File: src/rtl/sp_result_collector_pkg.sv
// Shared definitions for the SP result collector: widths, capture states
// and the bit layout of a packed result record.
package sp_defs;

  localparam int DATA_W  = 10;
  localparam int RANGE_W = 11;
  localparam int REC_W   = 3 * DATA_W + RANGE_W + 1;

  // Record layout, MSB first: max | med | min | range | order_err
  localparam int MAX_LSB   = 32;
  localparam int MED_LSB   = 22;
  localparam int MIN_LSB   = 12;
  localparam int RANGE_LSB = 1;
  localparam int ERR_BIT   = 0;

  typedef enum logic [1:0] {
    S_MAX = 2'd0,
    S_MED = 2'd1,
    S_MIN = 2'd2
  } state_t;

endpackage

File: src/rtl/sp_result_collector_if.sv
// Burst input and record output bundle for the SP result collector.
interface sp_result_collector_if;
  import sp_defs::*;

  logic               in_valid;
  logic [DATA_W-1:0]  in_data;
  logic               out_valid;
  logic               out_ready;
  logic [DATA_W-1:0]  out_max;
  logic [DATA_W-1:0]  out_med;
  logic [DATA_W-1:0]  out_min;
  logic [RANGE_W-1:0] out_range;
  logic               out_order_err;

  modport master (
    output in_valid, in_data, out_ready,
    input  out_valid, out_max, out_med, out_min, out_range, out_order_err
  );

  modport slave (
    input  in_valid, in_data, out_ready,
    output out_valid, out_max, out_med, out_min, out_range, out_order_err
  );

endinterface

File: src/rtl/sp_result_collector_fifo.sv
// Generic synchronous FIFO; a push into a full FIFO is still accepted when
// a pop happens on the same edge.
module sp_rec_fifo #(
  parameter int WIDTH = 42,
  parameter int DEPTH = 4
) (
  input  logic             clk,
  input  logic             rst_n,
  input  logic             push,
  input  logic             pop,
  input  logic [WIDTH-1:0] wdata,
  output logic [WIDTH-1:0] rdata,
  output logic             full,
  output logic             empty
);

  localparam int AW = (DEPTH > 1) ? $clog2(DEPTH) : 1;

  logic [AW:0]      wr_ptr;
  logic [AW:0]      rd_ptr;
  logic [WIDTH-1:0] mem [DEPTH];
  logic             do_pop;
  logic             do_push;

  // The extra pointer MSB separates full from empty when the indices match.
  assign empty   = (wr_ptr == rd_ptr);
  assign full    = (wr_ptr[AW] != rd_ptr[AW]) && (wr_ptr[AW-1:0] == rd_ptr[AW-1:0]);
  assign do_pop  = pop & ~empty;
  assign do_push = push & (~full | do_pop);
  assign rdata   = mem[rd_ptr[AW-1:0]];

  always_ff @(posedge clk or negedge rst_n) begin
    if (!rst_n) begin
      wr_ptr <= '0;
      rd_ptr <= '0;
      for (int i = 0; i < DEPTH; i++) mem[i] <= '0;
    end else begin
      if (do_push) begin
        mem[wr_ptr[AW-1:0]] <= wdata;
        wr_ptr              <= wr_ptr + 1'b1;
      end
      if (do_pop) rd_ptr <= rd_ptr + 1'b1;
    end
  end

endmodule

File: src/rtl/sp_result_collector.sv
// Captures 3-beat SP bursts (max, med, min), forms range/order records and
// queues them for a valid/ready consumer with saturating statistics.
module sp_result_collector
  import sp_defs::*;
#(
  parameter int DEPTH = 4,
  parameter int CNT_W = 8
) (
  input  logic                  clk,
  input  logic                  rst_n,
  sp_result_collector_if.slave  bus,
  output logic [CNT_W-1:0]      good_cnt,
  output logic [CNT_W-1:0]      trunc_cnt,
  output logic [CNT_W-1:0]      drop_cnt
);

  state_t             state;
  state_t             state_nx;
  logic [DATA_W-1:0]  max_q;
  logic [DATA_W-1:0]  med_q;
  logic               latch_max;
  logic               latch_med;
  logic               push;
  logic               trunc;
  logic [RANGE_W-1:0] range;
  logic               order_err;
  logic [REC_W-1:0]   rec_in;
  logic [REC_W-1:0]   rec_out;
  logic               full;
  logic               empty;
  logic               pop_fire;
  logic               good_inc;
  logic               drop_inc;

  always_ff @(posedge clk or negedge rst_n) begin
    if (!rst_n) state <= S_MAX;
    else        state <= state_nx;
  end

  always_comb begin
    state_nx  = state;
    latch_max = 1'b0;
    latch_med = 1'b0;
    push      = 1'b0;
    trunc     = 1'b0;
    case (state)
      S_MAX: if (bus.in_valid) begin
        latch_max = 1'b1;
        state_nx  = S_MED;
      end
      S_MED: if (bus.in_valid) begin
        latch_med = 1'b1;
        state_nx  = S_MIN;
      end else begin
        trunc    = 1'b1;
        state_nx = S_MAX;
      end
      S_MIN: begin
        if (bus.in_valid) push = 1'b1;
        else              trunc = 1'b1;
        state_nx = S_MAX;
      end
      default: state_nx = S_MAX;
    endcase
  end

  always_ff @(posedge clk or negedge rst_n) begin
    if (!rst_n) begin
      max_q <= '0;
      med_q <= '0;
    end else begin
      if (latch_max) max_q <= bus.in_data;
      if (latch_med) med_q <= bus.in_data;
    end
  end

  // Sign-extend before subtracting so the full 10-bit span fits without wrap.
  assign range     = {max_q[DATA_W-1], max_q} - {bus.in_data[DATA_W-1], bus.in_data};
  assign order_err = ($signed(max_q) < $signed(med_q)) | ($signed(med_q) < $signed(bus.in_data));
  assign rec_in    = {max_q, med_q, bus.in_data, range, order_err};

  assign pop_fire = bus.out_ready & ~empty;
  assign good_inc = push & (~full | pop_fire);
  assign drop_inc = push & full & ~pop_fire;

  sp_rec_fifo #(.WIDTH(REC_W), .DEPTH(DEPTH)) u_fifo (
    .clk   (clk),
    .rst_n (rst_n),
    .push  (push),
    .pop   (bus.out_ready),
    .wdata (rec_in),
    .rdata (rec_out),
    .full  (full),
    .empty (empty)
  );

  assign bus.out_valid     = ~empty;
  assign bus.out_max       = rec_out[MAX_LSB +: DATA_W];
  assign bus.out_med       = rec_out[MED_LSB +: DATA_W];
  assign bus.out_min       = rec_out[MIN_LSB +: DATA_W];
  assign bus.out_range     = rec_out[RANGE_LSB +: RANGE_W];
  assign bus.out_order_err = rec_out[ERR_BIT];

  // Statistics stick at all-ones instead of wrapping.
  always_ff @(posedge clk or negedge rst_n) begin
    if (!rst_n) begin
      good_cnt  <= '0;
      trunc_cnt <= '0;
      drop_cnt  <= '0;
    end else begin
      if (good_inc && good_cnt  != '1) good_cnt  <= good_cnt  + 1'b1;
      if (trunc    && trunc_cnt != '1) trunc_cnt <= trunc_cnt + 1'b1;
      if (drop_inc && drop_cnt  != '1) drop_cnt  <= drop_cnt  + 1'b1;
    end
  end

endmodule

File: src/flat_wrapper.sv
// flat-port wrapper written by rule: the top's interface ports become plain ports
module sp_result_collector_flat import sp_defs::*;
#(
  parameter int DEPTH = 4,
  parameter int CNT_W = 8
)
  (clk, rst_n, good_cnt, trunc_cnt, drop_cnt, bus_in_valid, bus_in_data, bus_out_ready, bus_out_valid, bus_out_max, bus_out_med, bus_out_min, bus_out_range, bus_out_order_err);
  sp_result_collector_if bus_i ();
  input  logic clk;
  input  logic rst_n;
  output logic [CNT_W-1:0] good_cnt;
  output logic [CNT_W-1:0] trunc_cnt;
  output logic [CNT_W-1:0] drop_cnt;
  input wire logic [$bits(bus_i.in_valid)-1:0] bus_in_valid;
  input wire logic [$bits(bus_i.in_data)-1:0] bus_in_data;
  input wire logic [$bits(bus_i.out_ready)-1:0] bus_out_ready;
  output wire logic [$bits(bus_i.out_valid)-1:0] bus_out_valid;
  output wire logic [$bits(bus_i.out_max)-1:0] bus_out_max;
  output wire logic [$bits(bus_i.out_med)-1:0] bus_out_med;
  output wire logic [$bits(bus_i.out_min)-1:0] bus_out_min;
  output wire logic [$bits(bus_i.out_range)-1:0] bus_out_range;
  output wire logic [$bits(bus_i.out_order_err)-1:0] bus_out_order_err;
  assign bus_i.in_valid = bus_in_valid;
  assign bus_i.in_data = bus_in_data;
  assign bus_i.out_ready = bus_out_ready;
  assign bus_out_valid = bus_i.out_valid;
  assign bus_out_max = bus_i.out_max;
  assign bus_out_med = bus_i.out_med;
  assign bus_out_min = bus_i.out_min;
  assign bus_out_range = bus_i.out_range;
  assign bus_out_order_err = bus_i.out_order_err;
  sp_result_collector #(.DEPTH(DEPTH), .CNT_W(CNT_W)) u_core (.clk(clk), .rst_n(rst_n), .bus(bus_i), .good_cnt(good_cnt), .trunc_cnt(trunc_cnt), .drop_cnt(drop_cnt));
endmodule
File: config.mk
export PLATFORM = sky130hd
export DESIGN_NAME = sp_result_collector_flat
export DESIGN_NICKNAME = d
export VERILOG_FILES = /design/src/rtl/sp_result_collector_pkg.sv /design/src/rtl/sp_result_collector_if.sv /design/src/rtl/sp_result_collector_fifo.sv /design/src/rtl/sp_result_collector.sv /design/src/flat_wrapper.sv
export SDC_FILE = /design/constraint.sdc
export NUM_CORES = 1
export LEC_CHECK = 0
export BUFFER_PORTS_ARGS = -buffer_cell sky130_fd_sc_hd__buf_2
export CAP_MARGIN = 20
export CORE_MARGIN = 10
export CORE_UTILIZATION = 35
export CTS_CLUSTER_DIAMETER = 60
export DETAILED_ROUTE_END_ITERATION = 16
export GPL_ROUTABILITY_DRIVEN = 0
export SYNTH_ARGS = -nofsm -noshare
export SYNTH_HDL_FRONTEND = slang
export SYNTH_SLANG_ARGS = --single-unit
File: constraint.sdc
create_clock -name clk -period 2.04 [get_ports clk]
set_input_delay 0.408 -clock clk [delete_from_list [all_inputs] [get_ports clk]]
set_output_delay 0.408 -clock clk [all_outputs]
set_load 0.03 [all_outputs]
# Yosys cells after proc, flatten, opt, wreduce, memory -nomap -nowiden
# Index checks and enable logic that the tools add are counted.
word_totals:
  ff_bits: 220
  in_bits: 14
  out_inout_bits: 67
  wordCells: 65
op_classes:
  addsub: 6
  n_lt_le_gt_ge: 5
  n_eq_ne: 9
  muxes: 15
  bitwise: 11
  n_reduce_logical: 7
ops:
  columns: ["operator", "n"]
  rows:
  - ["$bwmux W168", 1]
  - ["$mux W42", 3]
  - ["$bmux W42 S2", 1]
  - ["$demux W42 S2", 1]
  - ["$add A8 B1 Y8 const B", 3]
  - ["$ne A8 B8 Y1 const B", 3]
  - ["$lt A10 B10 Y1", 2]
  - ["$sub A10 B10 Y11", 1]
  - ["$add A3 B1 Y3 const B", 2]
  - ["$ge A3 B3 Y1 const B", 2]
  - ["$mux W1", 6]
  - ["$not A2 Y3", 2]
  - ["$logic_and A1 B1 Y1", 5]
  - ["$and A1 B1 Y1", 4]
  - ["$mux W2", 2]
  - ["$pmux W2 S2", 1]
  - ["$eq A3 B3 Y1", 1]
  - ["$lt A3 B1 Y1 const B", 1]
  - ["$not A1 Y1", 3]
  - ["$eq A2 B1 Y1 const B", 1]
  - ["$eq A2 B2 Y1", 1]
  - ["$eq A2 B2 Y1 const B", 1]
  - ["$logic_not A2 Y1", 1]
  - ["$ne A2 B2 Y1 const B", 1]
  - ["other kinds (3)", 4]

# Logic depth before layout (Yosys ltp)
depth:
  word_depth: 6
  depth_mapped: 9
  depth_no_buf: 9

# Hierarchy
# A second synthesis with hierarchy kept.
unflattened:
  cells_unflattened: 742
  hier_area_um2: 10664.0
modules_own_cells:
  columns: ["mod", "instances", "cells_per_inst", "area_per_inst_um2"]
  rows:
  - ["sp_rec_fifo", 1, 459, 7857.5]
  - ["sp_result_collector", 1, 283, 2806.4]

# Worst setup path before layout
# Ideal clock, no wire load.
synth_timing:
  path_kind: "flip-flop to flip-flop"
  startpoint: "register u_core.max_q[0]"
  endpoint: "register u_core.u_fifo.mem[135] in the netlist's numbering"
  setup_ns: 0.125
  arrival_time_ns: 2.061
  required_ns: 1.915
  setup_slack_ns: -0.145
  path_stages_with_launch: 10
  synth_period_minus_slack_ns: 2.185
  path_cell_list: "dfrtp_1 inv_1 ha_1 inv_1 fa_1 a211oi_1 o21ai_0 a31oi_1 xnor2_1 mux2_2"
synth_between:
  elab_chain_cells: 2
synth_rtl:
  columns: ["element", "line", "rtl"]
  rows:
  - ["start, declared", "sp_result_collector.sv:19", "logic [DATA_W-1:0] max_q;"]
  - ["start signal, assigned", "sp_result_collector.sv:72", "if (latch_max) max_q <= bus.in_data;"]
  - ["$sub A10 B10 Y11", "sp_result_collector.sv:78", "assign range = {max_q[DATA_W-1], max_q} - {bus.in_data[DATA_W-1], bus.in_data};"]
  - ["$bwmux W168", "sp_result_collector_fifo.sv:39", "mem[wr_ptr[AW-1:0]] <= wdata;"]
  - ["end signal, assigned by index", "sp_result_collector_fifo.sv:39", null]
  - ["end, declared", "sp_result_collector_fifo.sv:21", "logic [WIDTH-1:0] mem [DEPTH];"]
# Every way passes these cells.
# A chain may end at the register's enable or synchronous reset.

# Worst setup path after layout
layout_timing:
  startpoint: "register u_core.u_fifo.rd_ptr[0]"
  endpoint: "output bus_out_max[9]"
layout_between:
  elab_chain_cells: 4
layout_rtl:
  columns: ["element", "line", "rtl"]
  rows:
  - ["start, declared", "sp_result_collector_fifo.sv:20", "logic [AW:0] rd_ptr;"]
  - ["start signal, assigned", "sp_result_collector_fifo.sv:42", "if (do_pop) rd_ptr <= rd_ptr + 1'b1;"]
  - ["$not A2 Y3 (implied by the code)", "sp_result_collector_fifo.sv:30", "assign rdata = mem[rd_ptr[AW-1:0]];"]
  - ["$bmux W42 S2", "sp_result_collector_fifo.sv:30", null]
  - ["$mux W42 (implied by the code) (2 in series)", "sp_result_collector_fifo.sv:30", null]
  - ["end, declared", "flat_wrapper.sv:18", "output wire logic [$bits(bus_i.out_max)-1:0] bus_out_max;"]
# Every way passes these cells. The select of a mux whose other input is x is not followed.

==> metrics.yaml <==
final-setup-viol-count: 216
rsz0062_at_grt: "true"
drv_cap: 0
status: "finished with violations"
grt-ovfl-total: 0
clockRootBuffer: "clkbuf_16"
worstHoldPathCells: 3
nFillCells: 2502
worstPathRequired_ns: 1.63
die-height_um: 190.6
synth_flop_cell: "dfrtp_1"
syn-cell-area_mm2: 0.01018
hold_end: "u_core.u_fifo.rd_ptr[0]"
critPathLaunchType: "flop"
area_growth_pct: 37.61
end_kind: "output port"
hpwl_um: 16720
grt_pass1_vias: 7118
synth_nets: 883
cts.sinks: 220
syn-instance-count: 829
core_mm2: 0.02870
hold_slack_ns: 0.1952
synth_top_area_share_pct: 54.06
die_w_um: 190.6
yosys_warnings: 0
htreeDepth: 1
layout_setup_ws_ns: -0.3772
maxSlewViolCount: 0
fin_crit_sh_pct: 118.5
grt_pass1_wl_um: 40510
avgSynthCellArea_um2: 12.28
pre_cts_slack_ns: -0.2227
dieArea_mm2: 0.03632
r2r_cells: 11
portBuffers: 80
synthArstFlopShare_pct: 100.0
cp.arrival_ns: 2.01
diodes: 0
worstPathCellList: "buf_4 > clkbuf_16 > mux4_2 > buf_6"
synth-edff-count: 0
ys_ff_latch: 220
ir_drop_mv: 0.7516
viasPerCell: 5.147
ant_nets: 0
final_cells: 1417
worst_slew_pin_slew_ns: 0.5232
cts.path.max_buffers: 3
drt-pass1-iter-count: 4
critical_path_class: "reg2out"
rows: 62
reg2reg_to: "u_core.u_fifo.mem[28]"
max_slew_margin_pct: 65.12
hp-class: "in2reg"
setup_tns_ns: -38.09
grt.total_usage_pct: 13.90
routed_wl_um: 29660
max_freq_ghz: 0.4137
ios: 81
yosys-top-cells-area: "dfrtp_1, mux4_2, mux2_2"
synthDistinctLibCells: 43
drc: 0
min_period_ns: 2.417
place_area_mm2: 0.01150
violations: "setup timing"
r2r_slack_ns: -0.25
reg2reg_from: "u_core.u_fifo.rd_ptr[0]"
nets: 1068
start_util_pct: 35.48
drtIter0Drc: 464
clkTransAtPathRegs_ns: 0.06
final_layout_size_suffix_gt1_share_pct: 39.98
p_per_area_mw_per_mm2: 1676
worstHoldStart: "bus_out_ready"
worst-path-buf-inv: 3
hold_violations: 0
synth.yosys.seq_area_share_pct: 54.06
finClkSkew_ns: 0.009301
path_delay_family: "multiplexers"
synth_top_area_cell: "dfrtp_1"
design_area_mm2: 0.01401
dp.cells: 1312
wl_per_cell_um: 20.93
grt_max_degree: 57
crit_fanout: 5
crit_path_top_delay_cell: "mux4_2"
critPathMaxStageDelay_ns: 0.55
vias: 7293
cts_buffers: 26
cts_tree: "yes"
p_leak_nw: 6.643
antenna_found_initial: 0
clkLatencyLatePin_ns: 0.52
cell usage after synthesis, drive strengths merged, types with 3 or more instances:
library cell / n
nor3: 5
nor2: 9
xor2: 12
a21o: 4
inv: 30
a31oi: 3
o21ai: 117
a211oi: 3
nor4: 3
nand3: 8
mux2: 83
a21oi: 12
xnor2: 23
buf: 26
mux4: 42
ha: 39
dfrtp: 220
nand2: 133
and3: 6
nand4: 11
clkbuf: 16
nand3b: 3
state kept, by name, summed over array words and instances (netlist names):
signal,count
u_core.u_fifo.mem,168
u_core.max_q,10
u_core.med_q,10
u_core.drop_cnt,8
u_core.good_cnt,8
u_core.trunc_cnt,8
u_core.u_fifo.rd_ptr,3
u_core.u_fifo.wr_ptr,3
u_core.state,2
cell usage in the layout (no fill, tap or decap), types with 11 or more instances in the layout:
cell / netlist / routed
nand2_1: 133 / 126
xnor2_1: 23 / 19
o21ai_2: 1 / 15
mux4_2: 42 / 42
buf_12: 0 / 19
o21ai_1: 0 / 28
inv_1: 30 / 28
nand4_1: 11 / 11
buf_6: 3 / 63
clkbuf_16: 0 / 47
mux2_2: 83 / 81
dfrtp_1: 220 / 218
xor2_1: 12 / 11
o21ai_0: 116 / 73
ha_1: 39 / 38
buf_2: 22 / 36
buf_4: 1 / 50
area by class of cell:
type	count	area, µm²	area share (%)
flip-flops and latches	220	5508	39.30
clock buffers	38	787.0	5.616
multi-input cells	539	4657	33.23
repair buffers	197	2364	16.87
well taps	384	480.5	3.429
clock inverters	9	105.1	0.7500
inverters	30	112.6	0.8036
routing by layer:
| metal | track usage [%] | share of wire, % | vias to the layer above |
|---|---|---|---|
| li1 | - | - | 3335 |
| met1 | 17.59 | 42 | 3746 |
| met2 | 23.97 | 51 | 166 |
| met3 | 2.249 | 4.9 | 46 |
| met4 | 4.058 | 2.3 | 0 |
| met5 | 0 | 0 | - |
power breakdown:
group,internal (W),leakage (nW),switching (W)
Sequential,0.00610,2.87,0.00113
Combinational,0.00553,3.34,0.00597
Clock,0.00292,0.440,0.00184
Total,0.0146,6.64,0.00893
cell families after synthesis:
logic type | synth area share (%)
flops | 54.06
simple gates | 7.937
compound gates | 8.355
mux | 18.47
buf+inv | 3.182
fa+ha+maj | 4.988
xor+xnor | 3.010
repair_timing:
item	4_1_cts	5_1_grt
setup buffers	12	13
endpoints found under the setup margin	55	140
gates resized for setup	108	102
hold endpoints to repair	52	0
hold buffers	1	0
pin swaps	12	14
cloned	5	29
worst min-delay path: stages:
cell     delay [ns]
buf_2          0.11
nand2_1        0.09
xnor2_1        0.07
worst max-delay path by stage:
stage                       startpoint  depth (start not counted)                      to
2_1_floorplan          u_core.max_q[0]                          9  u_core.u_fifo.mem[135]
3_3_place_gp            bus_in_data[0]                          9   u_core.u_fifo.mem[93]
3_5_place_dp            bus_in_data[0]                          9    u_core.u_fifo.mem[9]
4_1_cts        u_core.u_fifo.rd_ptr[0]                          4        bus_out_range[8]
5_1_grt        u_core.u_fifo.rd_ptr[0]                          4        bus_out_range[8]
6_report       u_core.u_fifo.rd_ptr[0]                          4          bus_out_max[9]
metrics by stage:
stage / power [W] / utilization [%]
after floorplan: 0.01319 / -
after global placement: 0.01606 / 40.08
after detailed placement: 0.01632 / 40.08
after CTS: 0.02278 / 45.19
after global routing: 0.02487 / 48.82
final: 0.02348 / 48.82
Note: power is estimated with default switching activity, not from simulation.
